$ cat src/rtl/rx_credit_fifo.sv
// Receive character FIFO and FCT credit keeper for a SpaceWire link.
// Optional EEP insertion on link loss is enabled by defining RX_CREDIT_FIFO_EEP_INSERT_EN.
module rx_credit_fifo #(
    parameter int DEPTH      = 64,
    parameter int AW         = 6,
    parameter int MAX_CREDIT = 56
) (
    input  logic          posedge_clk,
    input  logic          rx_resetn,
    input  logic          link_run,
    input  logic          rx_buffer_write,
    input  logic [8:0]    rx_data_flag,
    input  logic          rd_en,
    output logic [8:0]    rd_data,
    output logic          rd_valid,
    output logic [AW:0]   fifo_count,
    output logic          fct_req,
    input  logic          fct_ack,
    output logic [5:0]    credit,
    output logic          credit_error
);

    localparam logic [AW:0] FULL_COUNT = (AW+1)'(DEPTH);
    localparam logic [8:0]  EEP_CHAR   = 9'h101;

    logic [8:0]    mem [DEPTH];
    logic [AW-1:0] wp;
    logic [AW-1:0] rp;
    logic [AW:0]   count;
    logic [AW:0]   count_next;
    logic [5:0]    credit_q;
    logic [5:0]    credit_next;
    logic          req_q;
    logic          req_next;
    logic          err_q;
    logic          full;
    logic          pop;
    logic          push;
    logic          ack_ok;
    logic          acc_write;
    logic          bad_write;
    logic          insert;
    logic [8:0]    push_data;
    logic [31:0]   free_next;
    logic [31:0]   need_next;

`ifdef RX_CREDIT_FIFO_EEP_INSERT_EN
    logic link_run_q;
    logic pending;

    // Remember a link loss until there is room to mark the packet as errored.
    always_ff @(posedge posedge_clk) begin
        if (!rx_resetn) begin
            link_run_q <= 1'b0;
            pending    <= 1'b0;
        end else begin
            link_run_q <= link_run;
            if (link_run_q && !link_run) begin
                pending <= 1'b1;
            end else if (insert) begin
                pending <= 1'b0;
            end
        end
    end

    assign insert = pending && !full;
`else
    assign insert = 1'b0;
`endif

    always_comb begin
        full      = (count == FULL_COUNT);
        pop       = rd_en && (count != '0);
        ack_ok    = fct_ack && req_q;
        acc_write = rx_buffer_write && link_run && (credit_q != 6'd0) && !full && !insert;
        bad_write = rx_buffer_write && link_run && ((credit_q == 6'd0) || full) && !insert;
        push      = acc_write || insert;
        push_data = insert ? EEP_CHAR : rx_data_flag;

        count_next = count + (AW+1)'(push) - (AW+1)'(pop);

        credit_next = 6'd0;
        if (link_run) begin
            credit_next = credit_q + (ack_ok ? 6'd8 : 6'd0) - (acc_write ? 6'd1 : 6'd0);
        end

        // Only request another FCT if the buffer can hold every character it would authorise.
        free_next = 32'(DEPTH) - 32'(count_next);
        need_next = 32'(credit_next) + 32'd8;
        req_next  = link_run && (need_next <= 32'(MAX_CREDIT)) && (free_next >= need_next);
    end

    always_ff @(posedge posedge_clk) begin
        if (!rx_resetn) begin
            wp       <= '0;
            rp       <= '0;
            count    <= '0;
            credit_q <= 6'd0;
            req_q    <= 1'b0;
            err_q    <= 1'b0;
        end else begin
            if (push) begin
                wp <= wp + 1'b1;
            end
            if (pop) begin
                rp <= rp + 1'b1;
            end
            count    <= count_next;
            credit_q <= credit_next;
            req_q    <= req_next;
            if (!link_run) begin
                err_q <= 1'b0;
            end else if (bad_write) begin
                err_q <= 1'b1;
            end
        end
    end

    // Storage needs no reset: the pointers define which entries are live.
    always_ff @(posedge posedge_clk) begin
        if (rx_resetn && push) begin
            mem[wp] <= push_data;
        end
    end

    assign rd_data      = mem[rp];
    assign rd_valid     = (count != '0);
    assign fifo_count   = count;
    assign fct_req      = req_q;
    assign credit       = credit_q;
    assign credit_error = err_q;

endmodule

$ cat config.mk
export PLATFORM = sky130hd
export DESIGN_NAME = rx_credit_fifo
export DESIGN_NICKNAME = d
export VERILOG_FILES = /design/src/rtl/rx_credit_fifo.sv
export SDC_FILE = /design/constraint.sdc
export NUM_CORES = 1
export LEC_CHECK = 0
export BUFFER_PORTS_ARGS = -buffer_cell sky130_fd_sc_hd__buf_4
export CORE_UTILIZATION = 55
export CTS_BUF_LIST = sky130_fd_sc_hd__clkbuf_4 sky130_fd_sc_hd__clkbuf_8
export CTS_CLUSTER_DIAMETER = 120
export CTS_CLUSTER_SIZE = 28
export DETAILED_ROUTE_END_ITERATION = 16
export PLACE_DENSITY = 0.71
export SLEW_MARGIN = 20
export SYNTH_ARGS = -nofsm -noshare
export SYNTH_HDL_FRONTEND = slang
export SYNTH_SLANG_ARGS = --single-unit
$ cat constraint.sdc
create_clock -name posedge_clk -period 6.1 [get_ports posedge_clk]
set_clock_uncertainty 0.2 [all_clocks]
set_input_delay 0 -clock posedge_clk [delete_from_list [all_inputs] [get_ports posedge_clk]]
set_output_delay 0 -clock posedge_clk [all_outputs]
set_load 0.01 [all_outputs]
==> flow_summary.ini, run 1 <==
[job]
cap_violations = 0

[worst_hold_path]
hold_class = input pin to flip-flop
whs_endpoint = credit[5]
min_from = rx_resetn
hold_depth = 3

[route]
vias = 11501
drc = 0
vias_per_cell = 6.21
ant_nets = 0
finalWirelength_mm = 49.6
drt_iter0_drc = 1045
dr.pass1.iters = 5
detail_route.wl_per_cell_um = 26.8

[global_route]
grt_pass1_wl_mm = 73.3
grtUsageTotal_pct = 22.6
grt_use_met3_pct = 2.85
overflow = 0
grt_pass1_vias = 11491
antenna_found_initial = 1
use_met2_pct = 37.3
met1_usage_pct = 32.6
grt-busiest-layer = met2
grt_max_degree = 71

[run_status]
outcome = finished, final reports clean

[floorplanning]
initial_core_util_pct = 56.1
die_width_um = 212
coreArea_um2 = 43400
die_area_um2 = 45100
die_height_um = 212
io_pins = 40
rows = 76

[sta]
setup_viol = 0
tightest_slew_ns = 1.06
hold_violations = 0
grt_setup_unrepaired = no
min_period_ns = 4.63
period_share_pct = 75.9
fin_ws_ns = 1.47
slew_violations = 0
fmax_mhz = 216
whs_ns = 0.0418
finalSetupTns_ns = 0
slew_headroom_pct = 29.4

[cells_and_area]
final_net_count = 1302
nFillCells = 3136
post-route-cell-area_um2 = 25700
stdcell_count = 1852
multi_input_area_um2 = 5940
diodes = 0
drive_gt1_share_pct = 19.5
regArea_um2 = 18000
area_growth_pct = 5.78
final_util_pct = 59.3

[clock_network]
cts_buffer_depth = 3
cts-root-buf = clkbuf_8
path_clk_slew_ns = 0.16
ctsResizeCount = 0
cts_tree = done
cts_made_buffers = 25
htree_levels = 1
clock_latency_ns = 0.66
clock-sinks = 609

[worst_setup_path]
crit_arrival_ns = 5.00
max_stage_delay_ns = 0.41
reg2reg_from = fifo_count[5]
r2r_end = fct_req
worstPathCellList = inv_1 -> ha_1 -> nor4bb_1 -> a22oi_1 -> nand3_1 -> inv_1 -> ha_1 -> inv_1 -> ha_1 -> inv_1 -> fa_1 -> xnor2_1 -> and2_1 -> ha_1 -> inv_1 -> ha_1 -> a21o_1 -> a21oi_1 -> o21ai_0 -> a21oi_1 -> o21ai_0 -> o2111a_1
critPathRequiredTime_ns = 6.47
cp_top_family = adder cells
crit_fanout = 7
start_kind = flip-flop
reg2regPathDepth = 22
cp_slowest_cell = nor4bb_1
end_kind = flip-flop
ff2ff_setup_slack_ns = 1.47
worstSetupPathType = flip-flop to flip-flop
critical_path_buf_inv_count = 5

[placement]
place_congestion = 0.848
port_buffers = 39
place_inst = 1799
place_area_um2 = 25100
dp_slack_ns = 1.51
hpwl_mm = 30.0

[yosys]
avgSynthCellArea_um2 = 19.9
ys_seq_elements = 609
async_reset_ff_share_pct = 0
ys_seq_area_share_pct = 73.8
ys_types = 56
yosys_most_used_dff = edfxtp_1
synth_area_um2 = 24300
synthCells = 1224
yosys_warnings = 0
syn_nets = 1267
synth_edf_count = 576

[power]
switching_share_pct = 27.6
vdd_ir_drop_max_mv = 0.384
power_frac_comb_pct = 24.9
pwr-share-clk_pct = 18.7
p_sw_mw = 2.31
powerDensity_nw_per_um2 = 326
finalPower_mw = 8.38
internal_power_mw = 6.07
seqPwrFrac_pct = 56.4
static-leakage-power_nw = 7.84
-- logic make-up after synthesis --
group | share of synthesized area [%]
flops | 73.8
mux | 15.9
buf+inv | 1.73
compound gates | 2.06
xor+xnor | 0.792
fa+ha+maj | 1.50
simple gates | 4.20
-- area by class of cell --
cell class	count	share of cell area, %
timing repair buffer	67	2.23
clock buffer	34	1.60
tap	585	2.85
sequential	609	69.9
inverter	24	0.350
clock inverter	1	0.0340
multi-input combinational	532	23.1
-- layout by cell type (no fill, tap or decap), types with 22 or more instances in the layout --
cell | synthesis | layout
edfxtp_1 | 576 | 576
mux4_2 | 153 | 153
nor2_1 | 100 | 100
buf_4 | 8 | 47
mux2i_1 | 39 | 39
dfxtp_1 | 33 | 30
nand2_1 | 29 | 29
ha_1 | 26 | 26
clkbuf_8 | 0 | 25
inv_1 | 23 | 22
-- sequential cells by signal, summed over array words and instances, names as in the netlist, named ones only --
| signal | count |
|---|---|
| wp | 6 |
| rp | 6 |
| fifo_count | 7 |
| mem | 576 |
| credit_error | 1 |
| credit | 6 |
| fct_req | 1 |
-- power groups by stage --
stage | sequential, mW | clock, mW | combinational, mW
2_1_floorplan | 4.75 | 0 | 1.59
3_3_place_gp | 4.82 | 0 | 2.04
3_5_place_dp | 4.82 | 0 | 2.09
4_1_cts | 4.73 | 1.60 | 2.11
5_1_grt | 4.74 | 1.70 | 2.29
6_report | 4.73 | 1.57 | 2.09
-- worst max path at each step --
stage | start | to | slack [ns] | cells past startpoint
after global placement | fifo_count[5] | fct_req | 1.65 | 22
after detailed placement | fifo_count[5] | fct_req | 1.51 | 22
after global routing | credit[4] | fct_req | 1.14 | 22
final | fifo_count[5] | fct_req | 1.47 | 22
after floorplan | fifo_count[5] | fct_req | 2.00 | 22
after CTS | credit[4] | fct_req | 1.50 | 22
-- worst reg2reg max path, cell delays in order (launching register included) --
cell      delay (ns)
dfxtp_1         0.37
inv_1           0.09
ha_1            0.15
nor4bb_1        0.41
a22oi_1         0.16
nand3_1         0.27
inv_1           0.18
ha_1            0.22
inv_1           0.05
ha_1            0.16
inv_1           0.06
fa_1            0.41
xnor2_1         0.16
and2_1          0.21
ha_1            0.32
inv_1           0.06
ha_1            0.32
a21o_1          0.19
a21oi_1         0.12
o21ai_0         0.09
a21oi_1         0.13
o21ai_0         0.08
o2111a_1        0.16
-- synthesized netlist by cell type (2+ instances only) --
cell type | number | area share, %
o22ai_1 | 10 | 0.26
mux2i_1 | 39 | 1.6
o21bai_1 | 2 | 0.062
a221oi_1 | 3 | 0.11
buf_4 | 8 | 0.25
buf_8 | 2 | 0.12
a21o_1 | 2 | 0.062
o21a_1 | 3 | 0.093
nor4b_1 | 2 | 0.072
nand3b_1 | 5 | 0.15
a211oi_1 | 2 | 0.062
clkbuf_1 | 21 | 0.32
a31oi_1 | 2 | 0.051
or3_1 | 4 | 0.10
xor2_1 | 13 | 0.47
nand2b_1 | 10 | 0.26
nor2b_1 | 12 | 0.31
buf_1 | 12 | 0.19
o21ai_0 | 10 | 0.21
mux4_2 | 153 | 14
and3_1 | 5 | 0.13
nor4_1 | 4 | 0.10
o21ai_1 | 5 | 0.10
or3b_2 | 2 | 0.072
xnor2_1 | 9 | 0.32
nand2_1 | 29 | 0.45
buf_6 | 6 | 0.28
inv_1 | 23 | 0.35
dfxtp_1 | 33 | 2.7
and2_1 | 10 | 0.26
nand3_1 | 9 | 0.19
o221ai_1 | 3 | 0.11
a22oi_1 | 11 | 0.34
nor2_1 | 100 | 1.5
fa_1 | 2 | 0.16
a21oi_1 | 11 | 0.23
nor3_1 | 12 | 0.25
nor4bb_1 | 2 | 0.082
mux2_2 | 2 | 0.093
edfxtp_1 | 576 | 71
nand4_1 | 4 | 0.10
a22o_1 | 3 | 0.11
buf_2 | 10 | 0.21
ha_1 | 26 | 1.3
-- metal layers --
layer | vias up | part of all wire [%]
li1 | 4985 | -
met1 | 6021 | 42
met2 | 438 | 49
met3 | 57 | 7.3
met4 | 0 | 2.0
met5 | - | 0
-- repair_timing --
| item | in CTS | in global routing |
|---|---|---|
| endpoints found under the hold margin | 609 | 0 |
| setup buffers | 0 | 0 |
| setup endpoints to repair | 0 | 0 |
| hold buffers | 18 | 0 |
No activity file was read; power rests on OpenSTA's default activity.
==> run 2: changes to the inputs <==
==> constraint.sdc (replaced) <==
create_clock -name posedge_clk -period 4.5 [get_ports posedge_clk]
set_clock_uncertainty 0.2 [all_clocks]
set_input_delay 0 -clock posedge_clk [delete_from_list [all_inputs] [get_ports posedge_clk]]
set_output_delay 0 -clock posedge_clk [all_outputs]
set_load 0.01 [all_outputs]
==> run 2 against run 1 <==
Against the previous run: die area did not move; register-to-register slack got worse by 1.1 ns; clock power rose by 36%; setup slack got worse by 1.1 ns; sequential power rose by 35%; flip-flop and latch count did not move; critical path depth fell by 1; maximum frequency rose by 11%; power rose by 38%; final cell count rose by 3.4%; combinational power rose by 43%; largest cell class unchanged; largest power group unchanged.
==> flow_summary.ini, run 2 (same netlist as run 1, synthesis figures left out) <==
[cells_and_area]
area_growth_pct = 8.09
nFillCells = 3136
stdcell_count = 1915
largest_reg_flops = 576
final_common_cell = edfxtp_1
drive_gt1_share_pct = 24.3
largest-register = mem
final_cell_mix = edfxtp_1, mux4_2, buf_4
final_net_count = 1365
diodes = 0

[floorplanning]
die_width_um = 212
coreArea_um2 = 43400
die_area_um2 = 45100
initial_core_util_pct = 56.1
die_height_um = 212
rows = 76
io_pins = 40

[power]
powerDensity_nw_per_um2 = 439
p_sw_mw = 3.20
seqPwrFrac_pct = 55.6
static-leakage-power_nw = 8.21
vdd_ir_drop_max_mv = 0.472
finalPower_mw = 11.5
pwr-share-clk_pct = 18.5
switching_share_pct = 27.8
internal_power_mw = 8.32
power_frac_comb_pct = 26.0

[sta]
finalSetupTns_ns = 0
grt_setup_unrepaired = no
tightest_slew_ns = 0.942
slew_headroom_pct = 37.0
min_period_ns = 4.18
setup_viol = 0
hold_violations = 0
period_share_pct = 92.9
fmax_mhz = 239
slew_violations = 0

[worst_setup_path]
end_kind = flip-flop
reg2regPathDepth = 21
r2r_end = fct_req
cp_slowest_cell = fa_1
start_kind = flip-flop
reg2reg_from = fifo_count[4]
worstPathCellList = inv_1 -> ha_1 -> nor4bb_4 -> a22oi_1 -> nand3_1 -> buf_4 -> xnor2_1 -> ha_2 -> inv_1 -> fa_1 -> nand2b_4 -> a21oi_2 -> xnor2_2 -> xnor2_1 -> ha_1 -> a21o_1 -> a21oi_1 -> o21ai_0 -> a21oi_1 -> o21ai_0 -> o2111a_1
crit_fanout = 6
cp-endpoint = fct_req
critPathRequiredTime_ns = 4.88
crit_arrival_ns = 4.56
crit_start = fifo_count[4]
ff2ff_setup_slack_ns = 0.32
worstSetupPathType = flip-flop to flip-flop
max_stage_delay_ns = 0.42

[route]
vias_per_cell = 6.15
drt_iter0_drc = 1213
finalWirelength_mm = 50.7
vias = 11770
ant_nets = 0
dr.pass1.iters = 5
detail_route.wl_per_cell_um = 26.5
drc = 0

[placement]
place_congestion = 0.866
place_inst = 1860
port_buffers = 39
hpwl_mm = 31.4

[global_route]
overflow = 0
grt_pass1_vias = 12107
grt_max_degree = 65
grt_pass1_wl_mm = 76.1
antenna_found_initial = 1
grtUsageTotal_pct = 23.3

[run_status]
outcome = finished, final reports clean

[clock_network]
cts_buffer_depth = 3
clock_latency_ns = 0.67
cts_made_buffers = 25
clock-sinks = 609
path_clk_slew_ns = 0.16
cts_tree = done
cts-root-buf = clkbuf_8
htree_levels = 1

[worst_hold_path]
hold_depth = 6
hold_class = input pin to flip-flop
min_from = rx_buffer_write

[job]
cap_violations = 0
run 2: cell types whose count changed in the layout (fill, tap and decap cells not counted), moves of 2 or more:
cell | previous run | this run
buf_4 | 47 | 107
dfxtp_1 | 30 | 25
dfxtp_2 | 0 | 5
dlygate4sd3_1 | 18 | 20
run 2: area by class of cell:
type	count	area (um^2)	share of cell area (%)
clock buffer	34	412	1.57
clock inverter	1	8.76	0.0333
inverter	24	90.1	0.343
multi-input combinational	532	6010	22.8
sequential	609	18000	68.4
tap	585	732	2.78
timing repair buffer	130	1060	4.05
run 2: stage by stage:
| step | hold slack [ns] | utilization (%) | area [um^2] | setup slack, ns |
|---|---|---|---|---|
| 6_report | 0.165 | 60.6 | 26300 | 0.321 |
| 5_1_grt | 0.190 | 60.6 | 26300 | 0.0343 |
| 4_1_cts | 0.136 | 60.5 | 26200 | 0.136 |
| 3_5_place_dp | 0.125 | 59.0 | 25600 | 0.183 |
| 3_3_place_gp | 0.120 | 59.0 | 25600 | 0.260 |
| 2_1_floorplan | -0.101 | - | 24300 | 0.402 |
run 2: power groups by stage:
stage                     clock network [mW]  logic, mW  registers, mW
final                                   2.13       2.99           6.40
after global routing                    2.34       3.27           6.42
after CTS                               2.17       2.92           6.40
after detailed placement                   0       2.90           6.53
after global placement                     0       2.84           6.52
after floorplan                            0       2.16           6.45
run 2: critical path: cells and delay by family (launching register included):
family	cells	cell delay (ns)
AOI/OAI and AO/OA	8	1.17
xor gates and xnor gates	3	0.53
adders and majority gates	4	1.11
buffers and inverters	3	0.28
DFF	1	0.38
and+or+nand+nor	3	0.45
run 2: how the worst min path moves through the flow:
stage,end,slack [ns]
finish,wp[0],0.16
CTS,wp[1],0.14
global placement,credit_error,0.12
floorplan,mem[0][0],-0.10
detailed placement,credit_error,0.12
global route,wp[1],0.19
run 2: routing by layer:
| metal | share of wire, % | GRT usage [%] |
|---|---|---|
| met5 | 0.024 | 0 |
| met4 | 2.6 | 6.23 |
| met3 | 6.7 | 3.71 |
| met2 | 49 | 37.6 |
| met1 | 42 | 33.6 |
run 2: timing repair:
action | CTS | global route
gates resized for setup | 0 | 16
hold buffers | 20 | 0
hold endpoints to repair | 609 | 0
setup endpoints to repair | 0 | 1
setup buffers | 0 | 0
==> run 3: changes to the inputs <==
==> constraint.sdc (replaced) <==
create_clock -name posedge_clk -period 4.5 [get_ports posedge_clk]
set_clock_uncertainty 0.2 [all_clocks]
set_input_delay 0.45 -clock posedge_clk [delete_from_list [all_inputs] [get_ports posedge_clk]]
set_output_delay 0.45 -clock posedge_clk [all_outputs]
set_load 0.01 [all_outputs]
==> run 3 against run 2 <==
Against the previous run: first-iteration DRC count fell by 5.1%; global-route usage down 0.35 points; sequential share of layout area grew 0.29 points; worst hold slack lost 0.028 ns; routed wire length shrank 1.1%; sequential power about the same.
==> flow_summary.ini, run 3 (same netlist as run 1, synthesis figures left out) <==
[power]
power_frac_comb_pct = 26.0
powerDensity_nw_per_um2 = 439
p_sw_mw = 3.17
seqPwrFrac_pct = 55.5
static-leakage-power_nw = 8.16
internal_power_mw = 8.32
pwr-share-clk_pct = 18.5
switching_share_pct = 27.6
vdd_ir_drop_max_mv = 0.506
finalPower_mw = 11.5

[sta]
fin_ws_ns = 0.176
hold_violations = 0
grt_setup_unrepaired = no
setup_viol = 0
fmax_mhz = 231
slew_violations = 0
slew_headroom_pct = 33.9
finalSetupTns_ns = 0
whs_ns = 0.137
tightest_slew_ns = 0.990
period_share_pct = 96.1
min_period_ns = 4.32

[placement]
place_inst = 1865
port_buffers = 39
dp_slack_ns = 0.139
hpwl_mm = 31.6
place_area_um2 = 25700
place_congestion = 0.830

[clock_network]
clock-sinks = 609
cts_tree = done
post_cts_buffers = 0
cts_buffer_depth = 3
cts-root-buf = clkbuf_8
cts_made_buffers = 25
htree_levels = 1
clock_latency_ns = 0.64
path_clk_slew_ns = 0.15

[cells_and_area]
final_net_count = 1353
largest-register = mem
diodes = 0
post-route-cell-area_um2 = 26200
largest_reg_flops = 576
final_cell_mix = edfxtp_1, mux4_2, buf_4
final_util_pct = 60.3
drive_gt1_share_pct = 24.3
stdcell_count = 1903
area_growth_pct = 7.60
final_common_cell = edfxtp_1

[worst_setup_path]
crit_arrival_ns = 3.67
worstSetupPathType = flip-flop to output port
r2r_end = fct_req
crit_fanout = 30
ff2ff_setup_slack_ns = 0.36
reg2regPathDepth = 22
reg2reg_from = fifo_count[2]
start_kind = flip-flop
critPathRequiredTime_ns = 3.85
cp-endpoint = rd_data[2]
end_kind = output port

[floorplanning]
rows = 76
die_width_um = 212
die_height_um = 212
die_area_um2 = 45100
coreArea_um2 = 43400
io_pins = 40
initial_core_util_pct = 56.1

[run_status]
outcome = finished, final reports clean

[route]
dr.pass1.iters = 5
drc = 0
finalWirelength_mm = 50.1
vias_per_cell = 6.12
detail_route.wl_per_cell_um = 26.3
vias = 11638
drt_iter0_drc = 1151
ant_nets = 0

[job]
cap_violations = 0

[worst_hold_path]
hold_depth = 1
hold_class = input pin to flip-flop

[global_route]
grt_max_degree = 65
antenna_found_initial = 0
grt_pass1_wl_mm = 74.7
grt_pass1_vias = 11598
grtUsageTotal_pct = 23.0
overflow = 0
==> run 3: power by group through the flow <==
stage	clock network (mW)	logic [mW]	registers (mW)
after floorplan	0	2.16	6.45
after global placement	0	2.88	6.50
after detailed placement	0	2.94	6.50
after CTS	2.17	2.95	6.38
after global routing	2.34	3.25	6.39
final	2.13	2.98	6.38
==> run 3: what timing repair did <==
item,in CTS,in global routing
endpoints found under the hold margin,10,0
hold buffers,3,0
endpoints found under the setup margin,0,1
resized for setup,0,8
==> run 3: worst min-delay path by stage <==
stage               slack [ns]           end       startpoint
CTS                       0.12         wp[0]  rx_buffer_write
global route              0.12    mem[34][0]  rx_data_flag[0]
detailed placement        0.30  credit_error     credit_error
global placement          0.28  credit_error     credit_error
finish                    0.14    mem[34][0]  rx_data_flag[0]
floorplan                 0.27     flip-flop            rp[5]
==> run 3: cell type report <==
type	instances	area [um^2]
clock buffer	34	412
timing repair buffer	118	968
tap	585	732
fill	3102	17200
sequential	609	18000
inverter	24	90.1
clock inverter	1	8.76
multi-input combinational	532	5990
==> run 3: worst max-delay path, cell delays in order (launching register included) <==
cell and delay, ns:
dfxtp_4 0.60, buf_12 0.29, buf_12 0.29, mux4_2 0.55
mux2i_1 0.20, o22ai_1 0.10, nor3_1 0.49, o221ai_1 0.25
buf_4 0.20
==> run 3: metal layers <==
layer | GRT usage, % | up-vias | wire (um)
li1 | - | 5075 | -
met1 | 33.5 | 6093 | 20900
met2 | 36.8 | 405 | 24300
met3 | 3.35 | 65 | 3560
met4 | 6.08 | 0 | 1300
met5 | 0 | - | 0
